**src/rtl/core_fetch_queue.sv**
```systemverilog
// core_fetch_queue: prefetch parcel buffer between the icache read port and
// the IF stage. It issues sequential word reads, stores the returned data as
// 16-bit parcels, and presents IF with a 32-bit window at its PC, along with a
// flag that says whether that window holds a complete instruction. A PC
// discontinuity from IF is treated as a redirect: the buffer is flushed and
// responses that are still in flight are discarded.
//
// Ports:
//   i_clk, i_reset_n            clock, asynchronous active-low reset
//   o_req_valid/o_req_addr      icache word read request (addr[1:0] == 0)
//   i_req_ready                 icache accepts the request this cycle
//   i_rsp_valid/i_rsp_data      in-order read response, little-endian parcels
//   i_rsp_err                   response is an access fault
//   i_fetch_addr                IF PC (2-byte aligned)
//   o_fetch_data                {parcel1, parcel0} at head, 0 where absent
//   o_fetch_ready               complete instruction available at i_fetch_addr
//   o_fetch_fault               fetch at head faulted
//   i_consume                   IF takes the instruction (only when ready)
//   i_stall                     freezes consumption and redirect detection
module core_fetch_queue #(
  parameter int unsigned DEPTH           = 8,
  parameter int unsigned MAX_OUTSTANDING = 2,
  parameter logic [63:0] RESET_PC        = 64'h0
) (
  input  logic        i_clk,
  input  logic        i_reset_n,
  output logic        o_req_valid,
  output logic [63:0] o_req_addr,
  input  logic        i_req_ready,
  input  logic        i_rsp_valid,
  input  logic [31:0] i_rsp_data,
  input  logic        i_rsp_err,
  input  logic [63:0] i_fetch_addr,
  output logic [31:0] o_fetch_data,
  output logic        o_fetch_ready,
  output logic        o_fetch_fault,
  input  logic        i_consume,
  input  logic        i_stall
);

  localparam int unsigned PW = (DEPTH > 1) ? $clog2(DEPTH) : 1;
  localparam int unsigned CW = $clog2(DEPTH + 1);
  localparam int unsigned OW = $clog2(MAX_OUTSTANDING + 1);

  logic          started_q, started_d;
  logic [63:0]   head_pc_q, head_pc_d;
  logic [63:0]   req_pc_q, req_pc_d;
  logic [CW-1:0] count_q, count_d;
  logic [OW-1:0] outstanding_q, outstanding_d;
  logic [OW-1:0] drop_q, drop_d;
  logic          skip_low_q, skip_low_d;
  logic          fault_q, fault_d;
  logic [PW-1:0] rd_ptr_q, rd_ptr_d;
  logic [PW-1:0] wr_ptr_q, wr_ptr_d;
  logic [15:0]   mem_q [DEPTH];

  logic [15:0]   parcel0, parcel1;
  logic          ins32, at_head, redirect, have_insn;
  logic          req_valid, fire, take, rsp_live;
  logic [31:0]   count_w, out_w, push_n, pop_n;
  logic          wr0_en, wr1_en;
  logic [PW-1:0] wr0_idx, wr1_idx;
  logic [15:0]   wr0_data, wr1_data;

  // Head window, request gating and FIFO datapath.
  always_comb begin
    count_w   = 32'(count_q);
    out_w     = 32'(outstanding_q);
    parcel0   = (count_w >= 32'd1) ? mem_q[rd_ptr_q] : '0;
    parcel1   = (count_w >= 32'd2) ? mem_q[rd_ptr_q + PW'(1)] : '0;
    ins32     = (parcel0[1:0] == 2'b11);
    at_head   = (i_fetch_addr == head_pc_q);
    // started_q keeps every output low until the first clock after reset.
    redirect  = started_q && !i_stall && !at_head;
    have_insn = (count_w >= 32'd2) || ((count_w == 32'd1) && !ins32);

    o_fetch_ready = started_q && at_head && !i_stall && have_insn;
    o_fetch_fault = started_q && fault_q && at_head &&
                    ((count_w == 32'd0) || ((count_w == 32'd1) && ins32));
    o_fetch_data  = {parcel1, parcel0};

    // Reserve two parcels for every response still in flight, dropped ones
    // included, so a push can never overflow the FIFO.
    req_valid   = started_q && !fault_q && (out_w < MAX_OUTSTANDING) &&
                  (count_w + 32'd2 * out_w + 32'd2 <= DEPTH) && !redirect;
    o_req_valid = req_valid;
    o_req_addr  = req_pc_q;
    fire        = req_valid && i_req_ready;

    take  = i_consume && o_fetch_ready;
    pop_n = take ? (ins32 ? 32'd2 : 32'd1) : 32'd0;

    // Once faulted, later responses belong to a path IF can never reach
    // without a redirect, so they are discarded like the faulting one.
    rsp_live = started_q && i_rsp_valid && !redirect && (drop_q == '0) &&
               !i_rsp_err && !fault_q;

    wr0_idx  = wr_ptr_q;
    wr1_idx  = wr_ptr_q + PW'(1);
    wr0_data = skip_low_q ? i_rsp_data[31:16] : i_rsp_data[15:0];
    wr1_data = i_rsp_data[31:16];
    wr0_en   = rsp_live;
    wr1_en   = rsp_live && !skip_low_q;
    push_n   = rsp_live ? (skip_low_q ? 32'd1 : 32'd2) : 32'd0;
  end

  // Next-state logic.
  always_comb begin
    started_d     = 1'b1;
    head_pc_d     = head_pc_q;
    req_pc_d      = req_pc_q;
    count_d       = count_q;
    outstanding_d = OW'(out_w + (fire ? 32'd1 : 32'd0) - (i_rsp_valid ? 32'd1 : 32'd0));
    drop_d        = drop_q;
    skip_low_d    = skip_low_q;
    fault_d       = fault_q;
    rd_ptr_d      = rd_ptr_q;
    wr_ptr_d      = wr_ptr_q;

    if (redirect) begin
      // Everything already requested, including a response arriving right
      // now, belongs to the old path.
      head_pc_d  = i_fetch_addr;
      req_pc_d   = {i_fetch_addr[63:2], 2'b00};
      skip_low_d = i_fetch_addr[1];
      fault_d    = 1'b0;
      count_d    = '0;
      wr_ptr_d   = rd_ptr_q;
      drop_d     = OW'(out_w - (i_rsp_valid ? 32'd1 : 32'd0));
    end else begin
      if (fire) begin
        req_pc_d = req_pc_q + 64'd4;
      end
      if (i_rsp_valid) begin
        if (drop_q != '0) begin
          drop_d = drop_q - OW'(1);
        end else if (i_rsp_err) begin
          fault_d = 1'b1;
        end else if (rsp_live && skip_low_q) begin
          skip_low_d = 1'b0;
        end
      end
      if (take) begin
        head_pc_d = head_pc_q + (ins32 ? 64'd4 : 64'd2);
      end
      rd_ptr_d = rd_ptr_q + PW'(pop_n);
      wr_ptr_d = wr_ptr_q + PW'(push_n);
      count_d  = CW'(count_w + push_n - pop_n);
    end
  end

  always_ff @(posedge i_clk or negedge i_reset_n) begin
    if (!i_reset_n) begin
      started_q     <= 1'b0;
      head_pc_q     <= RESET_PC;
      req_pc_q      <= {RESET_PC[63:2], 2'b00};
      count_q       <= '0;
      outstanding_q <= '0;
      drop_q        <= '0;
      skip_low_q    <= RESET_PC[1];
      fault_q       <= 1'b0;
      rd_ptr_q      <= '0;
      wr_ptr_q      <= '0;
    end else begin
      started_q     <= started_d;
      head_pc_q     <= head_pc_d;
      req_pc_q      <= req_pc_d;
      count_q       <= count_d;
      outstanding_q <= outstanding_d;
      drop_q        <= drop_d;
      skip_low_q    <= skip_low_d;
      fault_q       <= fault_d;
      rd_ptr_q      <= rd_ptr_d;
      wr_ptr_q      <= wr_ptr_d;
    end
  end

  // Parcel storage carries no reset; occupancy is tracked by count_q.
  always_ff @(posedge i_clk) begin
    if (wr0_en) mem_q[wr0_idx] <= wr0_data;
    if (wr1_en) mem_q[wr1_idx] <= wr1_data;
  end

  a_no_overflow: assert property (@(posedge i_clk) disable iff (!i_reset_n)
    (count_w + push_n <= DEPTH + pop_n));

endmodule

```
**config.mk**
```make
export PLATFORM = sky130hd
export DESIGN_NAME = core_fetch_queue
export DESIGN_NICKNAME = d
export VERILOG_FILES = /design/src/rtl/core_fetch_queue.sv
export SDC_FILE = /design/constraint.sdc
export NUM_CORES = 1
export LEC_CHECK = 0
export CORE_UTILIZATION = 63
export CTS_BUF_LIST = sky130_fd_sc_hd__clkbuf_4
export DETAILED_ROUTE_END_ITERATION = 16
export GPL_TIMING_DRIVEN = 1
export PLACE_DENSITY = 0.89
export SLEW_MARGIN = 10
export SYNTH_ARGS = -nofsm -noshare
export SYNTH_HDL_FRONTEND = slang
export SYNTH_SLANG_ARGS = --single-unit
```
**constraint.sdc**
```tcl
create_clock -name i_clk -period 11.6 [get_ports i_clk]
set_clock_uncertainty 0.15 [all_clocks]
set_input_delay 1.74 -clock i_clk [delete_from_list [all_inputs] [get_ports i_clk]]
set_output_delay 1.74 -clock i_clk [all_outputs]
set_load 0.03 [all_outputs]
```
==> results of run 1 <==
## cell usage in the layout, fill, tap and decap left out, drive strengths merged, types with 7 or more instances in the layout
cell and n:
and4 18, inv 43, nand2 202, and3 24, clkbuf 114, a21oi 57
nand3 59, or4 8, nor2 64, mux2 128, o311ai 17, nor3 32
a211oi 8, and2 11, clkinv 10, or3 7, clkdlybuf4s50 198, ha 20
nor4 16, dfrtp 143, mux4 64, o211ai 56, edfxtp 128, buf 17
xor2 40, o21ai 55, nand4 60, xnor2 97
## kinds of logic (layout without fill, tap and decap cells)
logic type | Yosys count | count (layout)
DFF | 271 | 271
xor gates and xnor gates | 137 | 137
and+or+nand+nor | 523 | 523
buffers and inverters | 139 | 385
other | 2 | 5
adders and majority gates | 26 | 26
AOI/OAI and AO/OA | 230 | 230
muxes | 194 | 194
## through the flow
stage / std cells / hold slack, ps / setup WS, ps
after floorplan: 1523 / 316.8 / 6028
after global placement: 1976 / 329.6 / 4470
after detailed placement: 1976 / 360.7 / 4444
after CTS: 2104 / 374.4 / 4409
after global routing: 2106 / 390.5 / 4128
final: 2106 / 369.4 / 4326
## metal layers
| metal | global-route usage [%] | part of all wire [%] |
|---|---|---|
| met1 | 45.69 | 35 |
| met2 | 63.12 | 49 |
| met3 | 7.879 | 11 |
| met4 | 23.02 | 5.6 |
| met5 | 0 | 0.026 |
## state kept, by name (all words and copies together) (netlist names)
register	cells
skip_low_q	1
drop_q	2
count_q	4
o_req_addr	62
fault_q	1
rd_ptr_q	3
outstanding_q	2
mem_q	128
head_pc_q	64
wr0_idx	3
started_q	1
## cell usage after synthesis, types with 3 or more instances
| cell | instances |
|---|---|
| nor2_1 | 63 |
| inv_1 | 40 |
| nand2b_1 | 6 |
| and3_1 | 23 |
| fa_1 | 6 |
| o311ai_0 | 15 |
| a21oi_1 | 56 |
| edfxtp_1 | 128 |
| a31o_2 | 3 |
| nor4_1 | 14 |
| a311oi_1 | 6 |
| a31oi_1 | 6 |
| buf_1 | 12 |
| ha_1 | 20 |
| o21a_1 | 3 |
| or4_1 | 7 |
| or3_1 | 5 |
| nor3_1 | 31 |
| and2_1 | 11 |
| or2_2 | 5 |
| xnor2_1 | 97 |
| nand2_1 | 202 |
| buf_2 | 8 |
| buf_6 | 3 |
| dfrtp_1 | 143 |
| nand3_1 | 59 |
| a41oi_1 | 4 |
| and4_1 | 17 |
| nand4_1 | 58 |
| mux2_2 | 128 |
| o21ai_0 | 55 |
| mux4_2 | 64 |
| o211ai_1 | 56 |
| clkbuf_1 | 72 |
| a211oi_1 | 8 |
| xor2_1 | 40 |
## worst min-delay path by stage
stage	from	endpoint	slack, ps	cells past startpoint
after floorplan	head_pc_q[0]	head_pc_q[0]	320	2
after global placement	head_pc_q[0]	head_pc_q[0]	330	2
after detailed placement	outstanding_q[0]	outstanding_q[0]	360	1
after CTS	outstanding_q[0]	outstanding_q[0]	370	1
after global routing	outstanding_q[0]	outstanding_q[0]	390	1
final	outstanding_q[0]	outstanding_q[0]	370	1
## power groups by stage
stage / clock network [µW] / registers [µW] / logic [µW]
floorplan: 0 / 1250 / 486
global placement: 0 / 1220 / 845
detailed placement: 0 / 1220 / 871
CTS: 916 / 1210 / 880
global route: 970 / 1220 / 941
finish: 919 / 1210 / 892
## worst max-delay path, delay by kind of cell
kind	cells	cell delay, ps
xor+xnor	1	340
simple gates	3	1570
compound gates	1	500
buf+inv	2	1220
## area by class of cell
class	instances	area [µm²]
antenna	2	5.005
clock buffer	114	855.8
clock inverter	14	118.9
fill	1633	6177
inverter	42	157.7
multi-input combinational	1113	8715
sequential	271	7423
tap	335	419.2
timing repair buffer	215	2113
==> impl_metrics.csv, run 1 <==
group,metric,value,unit
run_status,status,"complete, no violations",
setup_path,reg2reg_depth,13,
synthesis,syn_inst,1522,
setup_path,ff2ff_setup_slack,6050,ps
cells_and_area,drive_above_1_share,21.09,%
pwr,swShare,34.93,%
synthesis,synth.distinct_cells,74,
cts,cts_resized,0,
place,placed_cell_area,18830,µm²
grt,grt_util_all_layers,38.05,%
floorplan,die_w,164.3,µm
floorplan,core_area,25980,µm²
pwr,p_leak,0.007071,µW
synthesis,synthArstFlopShare,52.77,%
floorplan,rows,59,
route,first_pass_iters,8,
route,wl,50380,µm
cts,cts_sinks,271,
floorplan,fp.dieH,164.3,µm
route,via_per_inst,6.755,
synthesis,synth_compound_area_share,9.075,%
synthesis,synth_top_area_share,23.16,%
cts,cts-htree-levels,3,
synthesis,yosysWarnings,0,
run,drv_cap,0,
route,ant_nets,0,
pwr,internal_power,1965,µW
sta,setup_viol,0,
pwr,power_frac_comb,29.5,%
synthesis,synth-edff-count,128,
cts,cts_setup_buffers,0,
cts,clk_path_buf_depth,3,
pwr,pwr-share-clk,30.4,%
setup_path,crit_chain,"clkdlybuf4s50_1, xnor2_1, nand4_1, nor4_1, nand4_1, a211oi_1, clkdlybuf4s50_1",
place,routabilityCongestion,0.9906,
pwr,pwr-share-seq,40.0,%
route,vias,14225,
sta,rsz0062_at_grt,"false",
sta,period_share,62.70,%
pwr,power.switching,1055,µW
sta,finalHoldViolCount,0,
grt,grt_pass1_vias,14163,
cts,clk_latency,710,ps
synthesis,ys_top_cells_by_area,"edfxtp_1 23%, dfrtp_1 22%, mux2_2 8.7%",
synthesis,yosysSeqAreaShare,44.71,%
pwr,powerDensity,152.5,nW/µm²
grt,globalRouteOverflowTotal,0,
sta,slew_headroom,10.23,%
route,avgRoutedWirePerCell,23.92,µm
synthesis,synth_ff_type,"dfrtp_1",
synthesis,synth_top_family_by_area,"multiplexers",
sta,drv_slew,0,
sta,min_period,7274,ps
setup_path,worstSetupStartpoint,"i_fetch_addr[13]",
cts,hold_buffers,0,
cells_and_area,area_growth,19.33,%
cells_and_area,utilization,76.23,%
setup_path,endpoint,"o_fetch_fault",
pwr,p_total,3020,µW
synthesis,syn_area_per_cell,10.91,µm²
synthesis,synthAdderAreaFrac,2.231,%
setup_path,r2r-start,"rd_ptr_q[0]",
synthesis,synth.mux.area_fraction,17.49,%
floorplan,ios,202,
min_path,hold_class,"flip-flop to flip-flop",
synthesis,synth_top_area_cell,"edfxtp_1",
place,numPortBuffers,199,
setup_path,reg2reg_to,"head_pc_q[59]",
setup_path,max_stage_delay,980,ps
place,dp_hpwl,33520,µm
cts,root_buffer,"clkbuf_4",
grt,grt_antenna_before_repair,2,
synthesis,synth-xor-area-share,7.228,%
cts,cts_buffers,73,
route,drtIter0Drc,2060,
setup_path,crit_path_end_kind,"output pin",
grt,grt_max_degree,94,
setup_path,worst_ep_arrival_time,5380,ps
cells_and_area,nets,1845,
floorplan,initial_core_util,63.88,%
route,drc,0,
pwr,irDropWorstVdd,0.0001193,V
sta,finalSetupTns,0,ps
synthesis,yosys.area_share.simple,15.84,%
setup_path,cp-start-kind,"primary input",
synthesis,synth-seq-cells,271,
cts,path_clk_slew,60,ps
setup_path,critical-path-slowest-cell,"nand4_1",
setup_path,cp.required,9710,ps
setup_path,path_class,"primary input to output pin",
grt,grt_pass1_wl,76830,µm
cts,cts_tree,"yes",
sta,max_freq,0.1375,GHz
floorplan,dieArea,27000,µm²
cells_and_area,fin_area,19810,µm²
sta,worst_pin_slew,1345,ps
synthesis,syn_area,16600,µm²
setup_path,cp_max_fo,21,
Note: power is estimated with default switching activity, not from simulation.
==> run 2: changes to the inputs <==
--- a/config.mk
+++ b/config.mk
@@ -5,11 +5,11 @@
 export SDC_FILE = /design/constraint.sdc
 export NUM_CORES = 1
 export LEC_CHECK = 0
-export CORE_UTILIZATION = 63
+export CORE_UTILIZATION = 53
 export CTS_BUF_LIST = sky130_fd_sc_hd__clkbuf_4
 export DETAILED_ROUTE_END_ITERATION = 16
 export GPL_TIMING_DRIVEN = 1
-export PLACE_DENSITY = 0.89
+export PLACE_DENSITY = 0.8
 export SLEW_MARGIN = 10
 export SYNTH_ARGS = -nofsm -noshare
 export SYNTH_HDL_FRONTEND = slang
==> constraint.sdc (replaced) <==
create_clock -name i_clk -period 6.2 [get_ports i_clk]
set_clock_uncertainty 0.15 [all_clocks]
set_input_delay 0.93 -clock i_clk [delete_from_list [all_inputs] [get_ports i_clk]]
set_output_delay 0.93 -clock i_clk [all_outputs]
set_load 0.03 [all_outputs]
==> impl_metrics.csv, run 2 (synthesis results as in run 1) <==
group,metric,value,unit
run_status,status,"complete, no violations",
setup_path,cp-start-kind,"flip-flop",
sta,drv_slew,0,
route,vias,14022,
min_path,hold_class,"primary input to asynchronous set/reset pin",
pwr,p_leak,0.007163,µW
floorplan,ios,202,
grt,grt_util_all_layers,31.65,%
cells_and_area,top_register,"mem_q",
cts,cts_resized,0,
setup_path,cp_max_fo,26,
setup_path,crit_top_cell,"buf_4",
sta,worst_pin_slew,1058,ps
place,routabilityCongestion,0.9473,
grt,globalRouteOverflowTotal,0,
sta,period_share,83.15,%
place,numPortBuffers,199,
cts,cts_sinks,271,
cells_and_area,largest_reg_flops,128,
sta,rsz0062_at_grt,"false",
pwr,irDropWorstVdd,0.0001990,V
setup_path,cp.required,5120,ps
grt,grt_pass1_wl,76600,µm
cts,cts-htree-levels,3,
cells_and_area,drive_above_1_share,21.38,%
cells_and_area,nets,1865,
grt,grt_pass1_vias,13960,
place,pre_cts_ws,1068,ps
sta,slew_headroom,29.40,%
setup_path,critical-path-slowest-cell,"xnor2_1",
pwr,pwr-share-seq,40.2,%
cts,hold_buffers,0,
cts,root_buffer,"clkbuf_4",
sta,finalHoldViolCount,0,
route,ant_nets,0,
place,dp_hpwl,33780,µm
floorplan,rows,64,
cts,clk_latency,700,ps
cts,cts_tree,"yes",
floorplan,initial_core_util,54.12,%
setup_path,max_stage_delay,780,ps
cts,cts_setup_buffers,0,
cells_and_area,final_common_cell,"nand2_1",
sta,setup_viol,0,
floorplan,die_w,179.0,µm
route,drtIter0Drc,1440,
sta,min_period,5156,ps
cts,cts_buffers,77,
cells_and_area,final_cell_mix,"201 x nand2_1, 197 x clkdlybuf4s50_1, 141 x dfrtp_1",
floorplan,dieArea,32030,µm²
sta,worst_hold_slack,187.1,ps
grt,grt_antenna_before_repair,1,
setup_path,crit_path_end_kind,"output pin",
setup_path,crit_chain,"buf_4, ha_1, xnor2_1, buf_4, nand2_1, a21oi_1, clkdlybuf4s50_1",
route,via_per_inst,6.409,
run,drv_cap,0,
route,wl,49690,µm
sta,worst_slack,1044,ps
sta,finalSetupTns,0,ps
route,avgRoutedWirePerCell,22.71,µm
pwr,power.switching,1942,µW
pwr,internal_power,3690,µW
setup_path,path_class,"flip-flop to output pin",
pwr,pwr-share-clk,30.5,%
grt,grt_max_degree,104,
pwr,swShare,34.49,%
sta,max_freq,0.1940,GHz
cts,path_clk_slew,70,ps
setup_path,worst_ep_arrival_time,4080,ps
pwr,powerDensity,281.7,nW/µm²
route,first_pass_iters,5,
cts,clk_path_buf_depth,3,
pwr,power_frac_comb,29.3,%
cells_and_area,area_growth,20.45,%
floorplan,fp.dieH,179.0,µm
floorplan,core_area,30670,µm²
route,drc,0,
run 2: changes by cell type in the layout (fill, tap and decap cells not counted), moves of 2 or more:
cell / before / now
clkinv_1: 9 / 14
nor2_2: 10 / 2
clkinv_2: 0 / 2
nor2_1: 53 / 61
clkbuf_4: 114 / 116
buf_4: 16 / 33
run 2: critical path: cells and delay by family, from the launching register on:
family                     cells  cell delay (ps)
DFF                            1              520
buffers and inverters          3             1410
adders and majority gates      1              310
and+or+nand+nor                1               70
AOI/OAI and AO/OA              1              270
xor gates and xnor gates       1              780
run 2: power groups by stage:
stage                     Clock (µW)  Sequential [µW]  Combinational (µW)
after detailed placement           0             2290                1630
final                           1720             2260                1650
after global placement             0             2280                1590
after global routing            1840             2290                1750
after CTS                       1740             2260                1640
after floorplan                    0             2330                 909
run 2: metrics by stage:
step | utilization, % | power [µW] | instances | instance area [µm²]
after floorplan | - | 3240 | 1523 | 16600
after global placement | 61.95 | 3873 | 2053 | 19000
after detailed placement | 61.95 | 3917 | 2053 | 19000
after CTS | 65.18 | 5632 | 2187 | 19990
after global routing | 65.19 | 5875 | 2188 | 19990
final | 65.19 | 5632 | 2188 | 19990
run 2: worst paths after layout:
path / start / to / slack, ps / cells after the start
worst max-delay path: rd_ptr_q[1] / o_fetch_data[30] / 1040 / 7
worst min-delay path: i_reset_n / o_req_addr[61] / 190 / 1
worst max register to register: rd_ptr_q[0] / head_pc_q[59] / 1390 / 12
worst min register to register: head_pc_q[0] / head_pc_q[0] / 350 / 2
max in group asynchronous: i_reset_n / rd_ptr_q[0] / 4530 / 2
min in group i_clk: head_pc_q[0] / head_pc_q[0] / 350 / 2
run 2: routing by layer:
layer  routed length [µm]  global-route usage (%)  share of wire [%]
met4                 2458                   16.70                4.9
met3                 5069                   6.891                 10
met1                18190                   38.96                 37
met5                    0                       0                  0
met2                23980                   52.08                 48
run 2: final cells by class:
cell class                 count  area (µm²)
fill                        2386       10680
timing repair buffer         231        2231
tap                          396       495.5
inverter                      42       157.7
multi-input combinational   1113        8687
clock inverter                18       122.6
sequential                   271        7427
antenna                        1       2.502
clock buffer                 116       870.8
==> RTL change, RTL diff (settings of run 2) <==
Make the reset (`i_reset_n`) synchronous in one clocked block. Comments in the files are not updated.
--- a/src/rtl/core_fetch_queue.sv
+++ b/src/rtl/core_fetch_queue.sv
@@ -151,3 +151,3 @@
 
-  always_ff @(posedge i_clk or negedge i_reset_n) begin
+  always_ff @(posedge i_clk) begin
     if (!i_reset_n) begin
Formal check against the unedited RTL: differs if i_reset_n is asserted again (counterexample within 4 cycles, from zero or initial values and one cycle with i_reset_n low); with i_reset_n held inactive, the same outputs for 4 cycles.
==> RTL change against run 2 <==
First-iteration DRC count up 17%. Cell area down 1.6%. Sequential share of layout area down 2.8 points. Setup slack worse by 0.37 ns. Die area down 1.9%. Utilization up 0.52 points. Synthesized cell count up 5.3%. Highest routed layer unchanged. Area after synthesis down 1.9%. Routed wire length up 5.2%. Sequential cell count up 3. Final cell count up 2.8%. Power down 18%.
==> RTL change: results <==
metrics = {
    "placement": {
        "dp.cells": 2121,
        "dpl.hpwl_mm": 35.2,
        "placed_area_sq_mm": 0.0187,
        "place.gp.congestion": 0.992,
        "place_ws_ns": 0.750,
    },
    "power": {
        "p_per_area_mw_per_mm2": 234,
        "p_seq_share_pct": 44.5,
        "p_int_w": 0.00319,
        "p_comb_share_pct": 19.3,
        "power_leakage_nw": 6.17,
    },
    "logic_synthesis": {
        "synthAdderAreaFrac_pct": 2.27,
        "ys_seq_area_share_pct": 41.6,
        "avgSynthCellArea_sq_um": 10.2,
        "synth_compound_area_share_pct": 15.4,
        "synth.distinct_cells": 70,
        "async_flop_share_pct": 0,
        "synthMuxAreaShare_pct": 13.0,
        "synth_xor_area_share_pct": 8.34,
        "synth_common_cells": "dfxtp_1 (146), edfxtp_1 (128), nand2_1 (128), xnor2_1 (127), nor2_1 (101)",
        "yosys-top-cells-area": "edfxtp_1 (24%), dfxtp_1 (18%), mux4_2 (8.4%)",
    },
    "detailed_routing": {
        "wl_met2_mm": 23.8,
        "drtIter0Drc": 1684,
        "met3_length_mm": 6.33,
        "viasPerCell": 6.64,
        "finalWirelength_mm": 52.3,
    },
    "critical_path": {
        "worstSetupStartpoint": "count_q[2]",
        "rr_worst_depth": 17,
        "arrival_ns": 5.94,
        "critPathMaxFanout": 16,
        "r2r_slack_ns": 0.68,
    },
    "global_route": {
        "grt_max_degree": 67,
        "grt.met2_usage_pct": 51.3,
        "grt.met1_usage_pct": 43.1,
        "grt_usage_pct": 33.0,
    },
    "sta": {
        "max_slew_margin_pct": 15.6,
        "finalCritPeriodShare_pct": 89.1,
        "whs_ns": 0.333,
    },
    "finish": {
        "drive_above_1_share_pct": 16.1,
        "multi_input_area_sq_mm": 0.00899,
        "nets": 1937,
        "fillers": 2330,
    },
    "clocking": {
        "numCtsBuffers": 75,
        "clk_pin_slew_worst_paths_ns": 0.07,
        "insertion_delay_ns": 0.74,
    },
    "outcome": {
        "status": "complete, no violations",
    },
}
[RTL change: changes by cell type after synthesis, sizes merged, moves of 27 or more]
cell     change
dfxtp      +146
mux2        -80
o2bb2ai     +81
o211ai      -47
a21oi       +31
dfrtp      -143
nand2       -74
a211oi      +27
xnor2       +30
nor2        +38
[RTL change: cell type report]
cell class | count | share of cell area, %
inverter | 47 | 0.896
clock buffer | 109 | 4.16
sequential | 274 | 34.4
timing repair buffer | 240 | 11.7
multi-input combinational | 1170 | 45.7
clock inverter | 19 | 0.687
tap | 390 | 2.48
antenna | 1 | 0.0127
[RTL change: worst max-delay path, stage by stage, from the launching register on]
cell and delay (ns):
dfxtp_1 0.34, inv_1 0.08, ha_1 0.25, o21ai_1 0.13, and2_1 0.72, nor4_1 0.15, buf_4 0.19, nand2_1 0.20
ha_1 0.22, inv_1 0.06, fa_1 0.37, and3b_2 0.28, or4b_4 0.52, or3_1 0.60, nor4_1 0.47, and3_1 0.26
o32ai_1 0.08, a221o_1 0.31
